[config.mk]
export PLATFORM = sky130hd
export DESIGN_NAME = pattern_bank_flat
export DESIGN_NICKNAME = d
export VERILOG_FILES = /design/src/rtl/pattern_bank_if.sv /design/src/rtl/pattern_bank.sv /design/src/flat_wrapper.sv
export SDC_FILE = /design/constraint.sdc
export NUM_CORES = 2
export LEC_CHECK = 0
export CORE_ASPECT_RATIO = 0.5
export CORE_MARGIN = 3
export CORE_UTILIZATION = 65
export DETAILED_ROUTE_END_ITERATION = 7
export GPL_ROUTABILITY_DRIVEN = 1
export PLACE_DENSITY_LB_ADDON = 0.25
export SETUP_SLACK_MARGIN = 0.4
export SLEW_MARGIN = 10
export SYNTH_ARGS = -nofsm -noshare
export SYNTH_HDL_FRONTEND = slang
export SYNTH_SLANG_ARGS = --single-unit
[constraint.sdc]
create_clock -name clk -period 100.9 [get_ports clk]
set_input_delay 20.18 -clock clk [delete_from_list [all_inputs] [get_ports clk]]
set_output_delay 20.18 -clock clk [all_outputs]
set_load 0.03 [all_outputs]
[src/rtl/pattern_bank_if.sv]
// pattern_bank_if: scan, switch and field-access signals of pattern_bank
interface pattern_bank_if #(
  parameter int NUM_BUFS  = 8,
  parameter int BUF_BYTES = 22,
  parameter int BYTE_W    = 8
);
  localparam int IW = $clog2(NUM_BUFS);
  localparam int FW = $clog2(BUF_BYTES);
  logic                        sin;
  logic                        ssel;
  logic                        sen;
  logic [IW-1:0]               saddr;
  logic                        sout;
  logic [NUM_BUFS-1:0]         buf_sel;
  logic                        sel_req;
  logic                        frame_sync;
  logic                        sel_ack;
  logic                        sel_err;
  logic [BUF_BYTES*BYTE_W-1:0] cur_buf;
  logic [NUM_BUFS-1:0]         bufp;
  logic [FW-1:0]               fieldp;
  logic [FW-1:0]               fieldwp;
  logic                        field_rd;
  logic                        field_write;
  logic [BYTE_W-1:0]           field_in;
  logic [BYTE_W-1:0]           field_byte;
  logic                        field_valid;
  logic                        field_err;
  logic                        wr_drop;
  modport master (
    output sin, ssel, sen, saddr, buf_sel, sel_req, frame_sync,
           bufp, fieldp, fieldwp, field_rd, field_write, field_in,
    input  sout, sel_ack, sel_err, cur_buf, field_byte, field_valid, field_err, wr_drop
  );
  modport slave (
    input  sin, ssel, sen, saddr, buf_sel, sel_req, frame_sync,
           bufp, fieldp, fieldwp, field_rd, field_write, field_in,
    output sout, sel_ack, sel_err, cur_buf, field_byte, field_valid, field_err, wr_drop
  );
endinterface

[src/rtl/pattern_bank.sv]
// pattern_bank: bank of pattern buffers with byte field access, frame-synced active-buffer switch and optional scan chain (PATTERN_BANK_SCAN_EN)
module pattern_bank #(
  parameter int NUM_BUFS  = 8,
  parameter int BUF_BYTES = 22,
  parameter int BYTE_W    = 8
) (
  input logic           clk,
  input logic           rst,
  pattern_bank_if.slave bus
);
  localparam int IW = $clog2(NUM_BUFS);
  localparam int FW = $clog2(BUF_BYTES);
  localparam int BW = BUF_BYTES * BYTE_W;
  typedef enum logic [1:0] {IDLE, PEND, ACK} state_t;
  function automatic logic [IW-1:0] to_idx(input logic [NUM_BUFS-1:0] oh);
    logic [IW-1:0] r;
    r = '0;
    for (int i = 0; i < NUM_BUFS; i++) r = oh[i] ? IW'(i) : r;
    return r;
  endfunction
  logic [BW-1:0]     bufs [NUM_BUFS];
  logic [IW-1:0]     b_idx;
  logic              b_oh;
  logic              wr_in;
  logic              rd_in;
  logic              wr_ok;
  logic              rd_ok;
  logic              wr_hit;
  logic [BYTE_W-1:0] rd_byte;
  state_t            state;
  state_t            state_n;
  logic [IW-1:0]     pend_idx;
  logic [IW-1:0]     pend_n;
  logic [IW-1:0]     act_idx;
  logic [IW-1:0]     act_n;
  logic              sel_oh;
  logic              sel_err_n;
  assign b_oh  = $onehot(bus.bufp);
  assign b_idx = to_idx(bus.bufp);
  assign wr_in = {1'b0, bus.fieldwp} < (FW+1)'(BUF_BYTES);
  assign rd_in = {1'b0, bus.fieldp} < (FW+1)'(BUF_BYTES);
  assign wr_ok = bus.field_write && b_oh && wr_in;
  assign rd_ok = bus.field_rd && b_oh && rd_in;
`ifdef PATTERN_BANK_SCAN_EN
  logic scan_in_range;
  logic scan_on;
  logic shift_en;
  if (NUM_BUFS == (1 << IW)) begin : g_full
    assign scan_in_range = 1'b1;
  end else begin : g_part
    assign scan_in_range = {1'b0, bus.saddr} < (IW+1)'(NUM_BUFS);
  end
  assign scan_on  = bus.ssel && scan_in_range;
  assign shift_en = scan_on && bus.sen;
  assign bus.sout = scan_on && bufs[bus.saddr][BW-1];
  assign wr_hit   = wr_ok && shift_en && (bus.saddr == b_idx);
`else
  logic unused_scan;
  assign unused_scan = ^{bus.sin, bus.ssel, bus.sen, bus.saddr};
  assign bus.sout    = 1'b0;
  assign wr_hit      = 1'b0;
`endif
  // byte mux for field reads from the buffer addressed by bufp
  always_comb begin
    rd_byte = '0;
    for (int k = 0; k < BUF_BYTES; k++) rd_byte = (bus.fieldp == FW'(k)) ? bufs[b_idx][k*BYTE_W +: BYTE_W] : rd_byte;
  end
  // buffer storage: scan shift and field writes; a write colliding with a shift of the same buffer is dropped
  always_ff @(posedge clk or posedge rst) begin
    if (rst) begin
      for (int i = 0; i < NUM_BUFS; i++) bufs[i] <= '0;
    end else begin
`ifdef PATTERN_BANK_SCAN_EN
      if (shift_en) bufs[bus.saddr] <= {bufs[bus.saddr][BW-2:0], bus.sin};
`endif
      if (wr_ok && !wr_hit)
        for (int k = 0; k < BUF_BYTES; k++)
          if (bus.fieldwp == FW'(k)) bufs[b_idx][k*BYTE_W +: BYTE_W] <= bus.field_in;
    end
  end
  // registered outputs: active buffer image, read data and status pulses
  always_ff @(posedge clk or posedge rst) begin
    if (rst) begin
      bus.cur_buf     <= '0;
      bus.field_byte  <= '0;
      bus.field_valid <= 1'b0;
      bus.field_err   <= 1'b0;
      bus.wr_drop     <= 1'b0;
    end else begin
      bus.cur_buf     <= bufs[act_idx];
      bus.field_byte  <= bus.field_rd ? (rd_ok ? rd_byte : '0) : bus.field_byte;
      bus.field_valid <= rd_ok;
      bus.field_err   <= (bus.field_rd && !(b_oh && rd_in)) || (bus.field_write && !(b_oh && wr_in));
      bus.wr_drop     <= wr_hit;
    end
  end
  assign sel_oh      = $onehot(bus.buf_sel);
  assign bus.sel_ack = (state == ACK);
  // switch FSM next state: latch a one-hot request, commit it on frame_sync, acknowledge once
  always_comb begin
    state_n   = state;
    pend_n    = pend_idx;
    act_n     = act_idx;
    sel_err_n = 1'b0;
    case (state)
      IDLE: begin
        pend_n    = (bus.sel_req && sel_oh) ? to_idx(bus.buf_sel) : pend_idx;
        state_n   = (bus.sel_req && sel_oh) ? PEND : IDLE;
        sel_err_n = bus.sel_req && !sel_oh;
      end
      PEND: begin
        pend_n  = (bus.sel_req && sel_oh) ? to_idx(bus.buf_sel) : pend_idx;
        act_n   = bus.frame_sync ? pend_n : act_idx;
        state_n = bus.frame_sync ? ACK : PEND;
      end
      default: state_n = IDLE;
    endcase
  end
  // switch FSM state register
  always_ff @(posedge clk or posedge rst) begin
    if (rst) begin
      state       <= IDLE;
      pend_idx    <= '0;
      act_idx     <= '0;
      bus.sel_err <= 1'b0;
    end else begin
      state       <= state_n;
      pend_idx    <= pend_n;
      act_idx     <= act_n;
      bus.sel_err <= sel_err_n;
    end
  end
endmodule

[src/flat_wrapper.sv]
// flat-port wrapper written by rule: the top's interface ports become plain ports
module pattern_bank_flat 
#(
  parameter int NUM_BUFS  = 8,
  parameter int BUF_BYTES = 22,
  parameter int BYTE_W    = 8
)
  (clk, rst, bus_sin, bus_ssel, bus_sen, bus_saddr, bus_buf_sel, bus_sel_req, bus_frame_sync, bus_bufp, bus_fieldp, bus_fieldwp, bus_field_rd, bus_field_write, bus_field_in, bus_sout, bus_sel_ack, bus_sel_err, bus_cur_buf, bus_field_byte, bus_field_valid, bus_field_err, bus_wr_drop);
  pattern_bank_if #(.NUM_BUFS(NUM_BUFS), .BUF_BYTES(BUF_BYTES), .BYTE_W(BYTE_W)) bus_i ();
  input logic clk;
  input logic rst;
  input wire logic [$bits(bus_i.sin)-1:0] bus_sin;
  input wire logic [$bits(bus_i.ssel)-1:0] bus_ssel;
  input wire logic [$bits(bus_i.sen)-1:0] bus_sen;
  input wire logic [$bits(bus_i.saddr)-1:0] bus_saddr;
  input wire logic [$bits(bus_i.buf_sel)-1:0] bus_buf_sel;
  input wire logic [$bits(bus_i.sel_req)-1:0] bus_sel_req;
  input wire logic [$bits(bus_i.frame_sync)-1:0] bus_frame_sync;
  input wire logic [$bits(bus_i.bufp)-1:0] bus_bufp;
  input wire logic [$bits(bus_i.fieldp)-1:0] bus_fieldp;
  input wire logic [$bits(bus_i.fieldwp)-1:0] bus_fieldwp;
  input wire logic [$bits(bus_i.field_rd)-1:0] bus_field_rd;
  input wire logic [$bits(bus_i.field_write)-1:0] bus_field_write;
  input wire logic [$bits(bus_i.field_in)-1:0] bus_field_in;
  output wire logic [$bits(bus_i.sout)-1:0] bus_sout;
  output wire logic [$bits(bus_i.sel_ack)-1:0] bus_sel_ack;
  output wire logic [$bits(bus_i.sel_err)-1:0] bus_sel_err;
  output wire logic [$bits(bus_i.cur_buf)-1:0] bus_cur_buf;
  output wire logic [$bits(bus_i.field_byte)-1:0] bus_field_byte;
  output wire logic [$bits(bus_i.field_valid)-1:0] bus_field_valid;
  output wire logic [$bits(bus_i.field_err)-1:0] bus_field_err;
  output wire logic [$bits(bus_i.wr_drop)-1:0] bus_wr_drop;
  assign bus_i.sin = bus_sin;
  assign bus_i.ssel = bus_ssel;
  assign bus_i.sen = bus_sen;
  assign bus_i.saddr = bus_saddr;
  assign bus_i.buf_sel = bus_buf_sel;
  assign bus_i.sel_req = bus_sel_req;
  assign bus_i.frame_sync = bus_frame_sync;
  assign bus_i.bufp = bus_bufp;
  assign bus_i.fieldp = bus_fieldp;
  assign bus_i.fieldwp = bus_fieldwp;
  assign bus_i.field_rd = bus_field_rd;
  assign bus_i.field_write = bus_field_write;
  assign bus_i.field_in = bus_field_in;
  assign bus_sout = bus_i.sout;
  assign bus_sel_ack = bus_i.sel_ack;
  assign bus_sel_err = bus_i.sel_err;
  assign bus_cur_buf = bus_i.cur_buf;
  assign bus_field_byte = bus_i.field_byte;
  assign bus_field_valid = bus_i.field_valid;
  assign bus_field_err = bus_i.field_err;
  assign bus_wr_drop = bus_i.wr_drop;
  pattern_bank #(.NUM_BUFS(NUM_BUFS), .BUF_BYTES(BUF_BYTES), .BYTE_W(BYTE_W)) u_core (.clk(clk), .rst(rst), .bus(bus_i));
endmodule
==> flow_summary.yaml <==
outcome:
  outcome: "completed"
floorplanning:
  die_w_um: 503
  boundaryPins: 236
  num_rows: 90
  die_h_um: 255
  die_area_um2: 128000
  initial_utilization_pct: 66.0
  core_area_um2: 122000
setup_path:
  worst-path-buf-inv: 6
  r2r_cells: 4
  max_stage_delay_ns: 1.08
  cp_slowest_cell: "o311ai_1"
  arrival_ns: 27.08
  worstPathMaxFanout: 89
  endpoint_kind: "flip-flop"
  path_delay_family: "compound AO/OA/AOI/OAI gates"
  reg2reg_to: "u_core.bus.cur_buf[151]"
  critical_path_class: "in -> reg"
  cp.required_ns: 101.56
  rr_startpoint: "u_core.act_idx[0]"
  r2r_slack_ns: 97.01
  critical_path.cell_chain: "clkdlybuf4s50_1, buf_4, inv_1, buf_4, ha_1, or3_1, buf_4, nand2_8, buf_12, mux4_2, and2_1, a311o_1, o311ai_1, o2111ai_1, a221o_1"
  crit_top_cell: "buf_4"
  cp-start-kind: "input pin"
placed_design:
  portBuffers: 227
  hpwlAfterDp_um: 173000
  place_congestion: 0.974
power:
  p_leak_nw: 40.9
  irDropWorstVdd_mv: 0.0188
  powerDensity_nw_per_um2: 17.1
drt:
  drt-initial-drc-count: 9165
  dr.pass1.iters: 6
  drc_errors: 0
  viasPerCell: 7.57
  ant_nets: 0
  wl_per_cell_um: 35.2
  drt_wl_total_um: 273000
  vias: 58600
clock_tree:
  clk_latency_ns: 0.80
  clk_pin_slew_ns: 0.07
  cts_buffer_depth: 3
  cts_tree: "built"
  postCtsSetupRepairBufs: 0
  htree_num_levels: 4
  cts_hold_buf: 0
  clock-sinks: 1603
  cts_inserted_buffers: 141
  cts_resized: 0
  cts_root_buf: "clkbuf_16"
timing:
  setup_viol: 0
  fmax_mhz: 37.9
  final_max_slew_viol_count: 0
  tightestPinTransition_ns: 1.36
  rsz0062_at_grt: "false"
  final.setup.tns_ns: 0
  finalCritPeriodShare_pct: 26.2
  finalCriticalPeriod_ns: 26.42
  finClkSkew_ns: 0.0348
  slew_headroom_pct: 8.51
  hold_violations: 0
yosys:
  synth_seq_cells: 1603
  ys_seq_area_share_pct: 49.9
  post-synth-top-count-cell: "dfrtp_1"
  syn_area_um2: 80300
  synth_cell_types: 88
  synth_top_area_cell: "dfrtp_1"
  async_flop_share_pct: 100
  yosys-top-cells-count: "dfrtp_1, mux2_2, nand2_1, mux4_2, clkbuf_1"
  ys.flop_type: "dfrtp_1"
  synth_edf_count: 0
  yosysWarningCount: 0
  synth_cells: 5990
  avgSynthCellArea_um2: 13.4
  synth_area_leaders: "dfrtp_1, mux2_2, mux4_2"
  synth_top_area_share_pct: 49.9
finish:
  ff_latch_area_um2: 40100
  syn_to_final_growth_pct: 10.5
  multiInputGateArea_um2: 38300
  fin_util_pct: 73.0
  drive_above_1_share_pct: 40.1
  final_nets: 6083
  nFillCells: 7738
global_route:
  antenna_found_initial: 20
  grt_pass1_wl_um: 398000
  overflow: 0
  grt_max_degree: 206
  grt_pass1_vias: 58200
  grt_usage_pct: 42.8
worst_hold_path:
  min_delay_path_depth: 1
  hold_path.class: "reg -> reg"
  worstHoldStart: "u_core.state[0]"
  hold_end: "u_core.bus.sel_err"
run:
  max_cap_viol_count: 0
## final cells by class
cell class,instances,share of cell area (%)
Tap cell,1610,2.27
Clock inverter,51,0.738
Timing Repair Buffer,355,3.75
Antenna cell,8,0.0226
Sequential cell,1603,45.2
Multi-Input combinational cell,3884,43.1
Clock buffer,204,4.74
Inverter,27,0.123
## where the power goes
| part | switching [mW] | total (mW) | internal (mW) |
|---|---|---|---|
| Combinational | 0.157 | 0.253 | 0.0956 |
| Clock | 0.254 | 0.580 | 0.326 |
| Sequential | 0.0249 | 0.684 | 0.659 |
## per-stage QoR
stage | hold slack (ns) | std cells | setup WS [ns] | power [mW] | cell area [um2]
final | 0.505 | 7742 | 74.48 | 1.52 | 88700
after global routing | 0.526 | 7735 | 74.58 | 1.56 | 88700
after CTS | 0.511 | 7732 | 74.88 | 1.51 | 88600
after detailed placement | 0.497 | 7477 | 74.08 | 0.944 | 83800
after global placement | 0.470 | 7477 | 74.24 | 0.938 | 83800
after floorplan | 0.453 | 5991 | 35.49 | 0.865 | 80300
## flip-flops by register name (all words and copies together) (netlist names)
signal,flops
u_core.state,2
u_core.bufs,1408
u_core.bus.field_valid,1
u_core.bus.field_err,1
u_core.bus.sel_err,1
u_core.bus.cur_buf,176
u_core.pend_idx,3
u_core.bus.field_byte,8
u_core.act_idx,3
## worst max-delay path by stage
stage,start,end,depth (start not counted)
after floorplan,rst,u_core.act_idx[0],1
after global placement,bus_bufp[3],u_core.bufs[598],19
after detailed placement,bus_bufp[3],u_core.bufs[912],19
after CTS,bus_bufp[3],u_core.bufs[1264],19
after global routing,bus_bufp[3],u_core.bufs[1264],19
final,bus_bufp[3],u_core.bus.field_byte[7],15
## kinds of logic (layout without fill, tap and decap cells)
family,after synthesis,count (layout),synth area share (%)
AO/OA/AOI/OAI,671,671,5.80
buffers and inverters,504,637,2.62
AND/OR/NAND/NOR,1134,1134,6.31
multiplexers,2052,2052,34.9
other,1,10,0.00467
flip-flops,1603,1603,49.9
adder cells (fa/ha/maj),25,25,0.464
## per-layer routing
| layer | track usage, % | vias to the layer above | part of all wire (%) |
|---|---|---|---|
| met5 | 0.325 | - | 0.044 |
| met4 | 26.1 | 12 | 7.2 |
| met3 | 16.8 | 1101 | 14 |
| met2 | 60.9 | 4580 | 43 |
| met1 | 55.7 | 30300 | 35 |
| li1 | - | 22600 | - |
## cells in the final DEF (no fill, tap or decap), types with 12 or more instances in the layout
master / netlist / final
a21oi_1: 115 / 115
o22ai_1: 123 / 123
inv_1: 26 / 25
nand3_1: 188 / 187
nor3_1: 69 / 67
clkbuf_16: 0 / 147
buf_4: 17 / 128
mux2_2: 1592 / 1592
o21ai_0: 79 / 77
a22oi_1: 26 / 26
clkbuf_1: 298 / 26
dfrtp_1: 1603 / 1600
a211oi_1: 45 / 45
clkbuf_8: 0 / 31
nand2_1: 489 / 487
bufinv_16: 0 / 14
clkdlybuf4s50_1: 0 / 219
nand4_1: 17 / 17
clkinv_2: 0 / 27
ha_1: 17 / 17
o41ai_1: 14 / 13
and3_1: 27 / 27
mux2i_1: 23 / 23
mux4_2: 437 / 437
a31oi_1: 41 / 41
o221ai_1: 89 / 89
nor2_1: 232 / 229
nor4_1: 18 / 15
o32ai_1: 12 / 12
Note: power is estimated with default switching activity, not from simulation.
